### config.mk
export PLATFORM = sky130hd
export DESIGN_NAME = regfile_2r1w_sb
export DESIGN_NICKNAME = d
export VERILOG_FILES = /design/src/rtl/regfile_2r1w_sb.sv
export SDC_FILE = /design/constraint.sdc
export NUM_CORES = 2
export LEC_CHECK = 0
export CAP_MARGIN = 40
export CELL_PAD_IN_SITES_DETAIL_PLACEMENT = 1
export CELL_PAD_IN_SITES_GLOBAL_PLACEMENT = 1
export CORE_MARGIN = 5
export CORE_UTILIZATION = 30
export DETAILED_ROUTE_END_ITERATION = 8
export PLACE_DENSITY_LB_ADDON = 0.1
export SLEW_MARGIN = 20
export SYNTH_ARGS = -nofsm -noshare
export SYNTH_HDL_FRONTEND = slang
export SYNTH_SLANG_ARGS = --single-unit
### constraint.sdc
create_clock -name clk -period 37 [get_ports clk]
set_clock_uncertainty 0.05 [all_clocks]
set_input_delay 7.4 -clock clk [delete_from_list [all_inputs] [get_ports clk]]
set_output_delay 7.4 -clock clk [all_outputs]
set_load 0.05 [all_outputs]
### src/rtl/regfile_2r1w_sb.sv
// regfile_2r1w_sb: 2-read/1-write register file with pending scoreboard, bypass and zero register
module regfile_2r1w_sb #(
  parameter int ADDR_W   = 5,
  parameter int DATA_W   = 32,
  parameter bit ZERO_REG = 1,
  parameter bit BYPASS   = 1
) (
  input  logic              clk,
  input  logic              rst,
  input  logic              rd_en,
  input  logic [ADDR_W-1:0] rd_addr_1,
  input  logic [ADDR_W-1:0] rd_addr_2,
  output logic              rd_stall,
  output logic              rd_valid,
  output logic [DATA_W-1:0] rd_data_1,
  output logic [DATA_W-1:0] rd_data_2,
  input  logic              wr_en,
  input  logic [ADDR_W-1:0] wr_addr,
  input  logic [DATA_W-1:0] wr_data,
  input  logic              rsv_en,
  input  logic [ADDR_W-1:0] rsv_addr,
  output logic [ADDR_W:0]   pending_cnt
);
  localparam int DEPTH = 1 << ADDR_W;
  logic [DATA_W-1:0] regs [DEPTH];
  logic [DEPTH-1:0]  pend;
  logic wr_ok, rsv_ok, fwd_1, fwd_2, hz_1, hz_2, accept, inc, dec;
  always_comb begin
    wr_ok    = wr_en && !(ZERO_REG && wr_addr == '0);
    rsv_ok   = rsv_en && !(ZERO_REG && rsv_addr == '0);
    fwd_1    = BYPASS && wr_ok && wr_addr == rd_addr_1;
    fwd_2    = BYPASS && wr_ok && wr_addr == rd_addr_2;
    hz_1     = pend[rd_addr_1] && !fwd_1;
    hz_2     = pend[rd_addr_2] && !fwd_2;
    rd_stall = rd_en && (hz_1 || hz_2);
    accept   = rd_en && !rd_stall;
    inc      = rsv_ok && !pend[rsv_addr];
    // a same-cycle reservation of the written register keeps it pending
    dec      = wr_ok && pend[wr_addr] && !(rsv_ok && rsv_addr == wr_addr);
  end
  always_ff @(posedge clk or posedge rst) begin
    if (rst) begin
      for (int i = 0; i < DEPTH; i++) regs[i] <= '0;
      pend        <= '0;
      pending_cnt <= '0;
      rd_valid    <= 1'b0;
      rd_data_1   <= '0;
      rd_data_2   <= '0;
    end else begin
      if (wr_ok) begin
        regs[wr_addr] <= wr_data;
        pend[wr_addr] <= 1'b0;
      end
      if (rsv_ok) pend[rsv_addr] <= 1'b1;
      pending_cnt <= pending_cnt + (ADDR_W+1)'(inc) - (ADDR_W+1)'(dec);
      rd_valid    <= accept;
      if (accept) begin
        rd_data_1 <= fwd_1 ? wr_data : regs[rd_addr_1];
        rd_data_2 <= fwd_2 ? wr_data : regs[rd_addr_2];
      end
    end
  end
endmodule

# Word-level counts from Yosys, hierarchy flattened
# Cells that the tools add are included.
[op_classes]
addsub = 2
n_mul = 0
div_mod_pow = 0
n_lt_le_gt_ge = 10
n_eq_ne = 3
shift = 0
n_mux = 25
bitwise_logic = 6
reduce_logical = 25
[ops]
columns = ["cell", "count"]
rows = [
  ["bitwise mux 1024 bit", 1],
  ["binary-select mux 32 bit (select 5 bit)", 2],
  ["2-to-1 mux 32 bit", 9],
  ["demux 32 bit (select 5 bit)", 1],
  ["bitwise AND 32 bit", 1],
  ["inverter 32 bit", 1],
  ["OR 32 bit", 1],
  ["< comparator 5 x 6 -> 1 bit (second input constant)", 4],
  ["binary-select mux 1 bit (select 5 bit)", 4],
  [">= comparator 6 bit (second input constant)", 3],
  ["inverter 5 -> 6 bit", 3],
  ["== test 5 bit", 3],
  ["logical AND 1 bit", 15],
  ["demux 1 bit (select 5 bit)", 2],
  [">= comparator 5 x 1 -> 1 bit (second input constant)", 2],
  ["zero test 5 bit", 2],
  ["zero test 1 bit", 7],
  ["adder 6 x 1 -> 6 bit", 1],
  ["< comparator 6 x 1 -> 1 bit (second input constant)", 1],
  ["2-to-1 mux 1 bit", 6],
  ["subtractor 6 x 1 -> 6 bit", 1],
  ["logical OR 1 bit", 1],
]
[totals]
register_bits = 1127
latchBits = 0
ramBits = 0
rom_bits = 0
in_bits = 57
out_inout_bits = 72
wordCells = 108
memories = 0

# Logic depth before layout (Yosys ltp)
[logic_depth]
ltp_word = 10
ltp_mapped = 15

# Worst setup path after synthesis
# No wires, ideal clock.
[synth_timing]
path_kind = "input-to-output"
start = "in wr_addr[0]"
end = "out rd_stall"
arrival_ps = 9315
path_slack_ps = 20235
path_stages = 7
n_path_buf = 1
path_cell_list = "buf_4 > or2_4 > o41ai_4 > nor4_1 > or4_1 > o211ai_1 > and2_1"
[synth_via]
elab_chain_len = 8
word_cells_on_any_way = 13
[synth_rtl]
columns = ["element", "line_no", "text"]
rows = [
  ["start: declaration", "18", "input logic [ADDR_W-1:0] wr_addr,"],
  ["zero test 5 bit", "29", "wr_ok = wr_en && !(ZERO_REG && wr_addr == '0);"],
  ["zero test 1 bit", "29", ""],
  ["logical AND 1 bit", "29", ""],
  ["logical AND 1 bit (on tied branches)", "31, 32", ""],
  ["zero test 1 bit (on tied branches)", "33, 34", ""],
  ["logical AND 1 bit (on tied branches)", "33, 34", ""],
  ["logical OR 1 bit *", "35", "rd_stall = rd_en && (hz_1 || hz_2);"],
  ["logical AND 1 bit *", "35", ""],
  ["end: declaration", "13", "output logic rd_stall,"],
]
# Every way passes the cells marked *; elsewhere a longest branch is shown, timed or not.

# Worst setup path after layout
[layout_timing]
start = "in rd_addr_2[0]"
end = "out rd_stall"
[layout_via]
elab_chain_len = 6
word_cells_on_any_way = 8
[layout_rtl]
columns = ["element", "line_no", "text"]
rows = [
  ["start: declaration", "12", "input logic [ADDR_W-1:0] rd_addr_2,"],
  ["branches (longest 3 deep; another with binary-select mux 1 bit (select 5 bit))", "--", ""],
  ["logical AND 1 bit *", "34", "hz_2 = pend[rd_addr_2] && !fwd_2;"],
  ["logical OR 1 bit *", "35", ""],
  ["logical AND 1 bit *", "35", ""],
]
# Every way passes the cells marked *. The select of a mux whose other input is x is not followed.

==> impl_metrics.json <==
{
  "finalSetupTns_ns": 0,
  "yosys.area.top_type": "dfrtp_1",
  "die_w_um": 461.2,
  "drtAntennaViolNets": 0,
  "start_util": 0.3018,
  "synth_ff_type": "dfrtp_1",
  "cap_violations": 0,
  "grt_max_degree": 168,
  "gr-total-overflow": 0,
  "yosys_warnings": 0,
  "finalHoldViolCount": 0,
  "path_cells": "buf_8 -> buf_4 -> inv_1 -> mux2_2 -> a221oi_1 -> or4_1 -> o211ai_1 -> and2_1 -> clkdlybuf4s50_1",
  "worst_pin_slew_ns": 1.010,
  "routed_wl_um": 256200,
  "syn2layout_area_growth_pct": 15.38,
  "cp-start-kind": "input port",
  "async_flop_share": 1.000,
  "root_buffer": "clkbuf_16",
  "synth_edf_count": 0,
  "hold_start": "regs[1011]$_DFFE_PP0P_",
  "synth_most_common_cell": "dfrtp_1",
  "nets": 4433,
  "die_h_um": 461.2,
  "cp_slowest_cell": "clkdlybuf4s50_1",
  "fin_crit_ns": 18.95,
  "cts-buffers-inserted": 142,
  "synth_cell_types": 69,
  "synth-seq-cells": 1127,
  "synth.area.top_cells": "dfrtp_1 (46%), mux2_2 (19%), mux4_2 (14%)",
  "r2r_end": "rd_data_1[24]$_DFFE_PP0P_",
  "cts_tree": "built",
  "finalPower_mw": 4.127,
  "synth_top_area_share": 0.4618,
  "viasPerCell": 5.745,
  "worst-setup-path-type": "in -> out",
  "cp_slowest_stage_delay_ns": 0.80,
  "critical-path-top-delay-family": "buffers and inverters",
  "yosysSeqAreaShare": 0.4618,
  "endpoint_kind": "output port",
  "finalCritPeriodShare": 0.5122,
  "cts_resized": 0,
  "synth.avg_cell_area_um2": 13.86,
  "finalWeightedCongestion": 0.7853,
  "synthesis.nets": 4471,
  "port_buffers": 128,
  "grt_antenna_before_repair": 17,
  "setup_viol": 0,
  "pin_count": 129,
  "r2r_cells": 9,
  "top_layer": "met5",
  "grt_pass1_wl_um": 362200,
  "hold_buffers": 0,
  "ir_drop_mv": 0.05145,
  "vias": 41078,
  "ys_top_cells_by_count": "dfrtp_1 (1127), mux2_2 (1051), mux4_2 (368)",
  "cts_sinks": 1127,
  "dieArea_um2": 212700,
  "required_ns": 29.55,
  "rrSetupSlack_ns": 33.34,
  "slew_viol_final": 0,
  "firstDrtPassIters": 5,
  "p_leak_nw": 30.46,
  "row_count": 165,
  "clock_path_buffers": 3,
  "hpwl_um": 153900,
  "cp_max_fo": 70,
  "insertion_delay_ns": 0.78,
  "outcome": "completed",
  "synth_cells": 4407,
  "fin_hold_ws_ns": 0.3419,
  "min_delay_path_depth": 0,
  "dp.cells": 6887,
  "core_um2": 202300,
  "drive_gt1_frac": 0.4340,
  "relSlewSlack": 0.3263,
  "fmax_mhz": 52.76,
  "worstReg2RegStart": "pend[0]$_DFF_PP0_",
  "worst-path-buf-inv": 4,
  "drtIter0Drc": 2935,
  "avgRoutedWirePerCell_um": 35.84,
  "rsz0062_at_grt": "no",
  "final_cells": 7150,
  "route.detailed.drc": 0,
  "grtUsageTotal": 0.2400,
  "clkTransAtPathRegs_ns": 0.06,
  "wl_met3_um": 11920,
  "wl_met2_um": 122900,
  "holdPathEnd": "regs[1011]$_DFFE_PP0P_",
  "p_per_area_nw_per_um2": 58.58,
  "cp.arrival_ns": 11.50,
  "holdCritPathClass": "reg -> reg",
  "syn_area_um2": 61060,
  "met1Wirelength_um": 113800,
  "h-tree-depth": 4,
  "postCtsSetupBuffers": 0,
  "grt_pass1_vias": 43481
}
-- cell usage in the layout, fill, tap and decap left out, types with 18 or more instances in the layout --
cell	Yosys	final
nand3_1	48	47
a21oi_1	53	53
nor3_1	24	22
mux2_4	49	49
buf_12	5	18
mux2i_1	349	349
mux2_2	1051	1051
clkdlybuf4s50_1	0	112
o31ai_1	27	27
clkbuf_16	0	149
dfrtp_1	1127	1127
a22o_1	27	27
a22oi_1	77	77
clkbuf_1	309	39
o22ai_1	31	31
nand2_1	133	117
buf_16	0	20
clkbuf_8	0	36
a221oi_1	86	86
nor2_1	72	60
buf_4	41	137
a221o_1	30	30
o221ai_1	26	26
o21ai_0	65	65
mux4_2	368	368
nand2b_1	22	21
-- area by class of cell --
class | count | area, µm²
Clock buffer | 224 | 4370
Fill cell | 20700 | 131900
Timing Repair Buffer | 310 | 3256
Antenna cell | 3 | 7.507
Tap cell | 2672 | 3343
Clock inverter | 26 | 299.0
Inverter | 21 | 88.84
Sequential cell | 1127 | 28200
Multi-Input combinational cell | 2767 | 30890
-- power by group --
part / total [mW] / switching [mW] / internal, mW
clock: 1.41 / 0.571 / 0.842
sequential: 1.69 / 0.205 / 1.49
combinational: 1.02 / 0.506 / 0.514
-- cell families after synthesis --
logic type	count (synthesis)	synth area share
compound gates	523	0.06438
flops	1127	0.4618
simple gates	385	0.03020
mux	1832	0.4016
xor+xnor	20	0.002869
buf+inv	513	0.03760
fa+ha+maj	7	0.001557
-- stage by stage --
stage	util	area, µm²	setup slack [ns]
after floorplan	-	61070	14.00
after global placement	0.3208	64910	18.02
after detailed placement	0.3241	65570	18.04
after CTS	0.3472	70240	18.03
after global routing	0.3482	70450	17.89
final	0.3483	70460	18.05
-- flip-flops by register name, indices dropped and copies added, names as in the netlist --
register     cells
regs          1024
pend            32
rd_data_1       32
rd_data_2       32
pending_cnt      6
rd_valid         1
-- layer usage --
layer,vias up,track usage
met5,-,0
met4,6,0.06753
met3,329,0.03619
met2,1083,0.3968
met1,22845,0.3281
li1,16815,-
-- worst max path at each step --
| stage | start | endpoint | slack (ns) | depth (start not counted) |
|---|---|---|---|---|
| 6_report | rd_addr_2[0] | rd_stall | 18.05 | 9 |
| 4_1_cts | rd_addr_1[0] | rd_stall | 18.03 | 10 |
| 5_1_grt | rd_addr_1[0] | rd_stall | 17.89 | 10 |
| 3_3_place_gp | wr_addr[0] | rd_stall | 18.02 | 9 |
| 2_1_floorplan | rst | pend[0]$_DFF_PP0_ | 14.00 | 1 |
| 3_5_place_dp | rd_addr_1[0] | rd_stall | 18.04 | 10 |
Note: power is estimated with default switching activity, not from simulation.
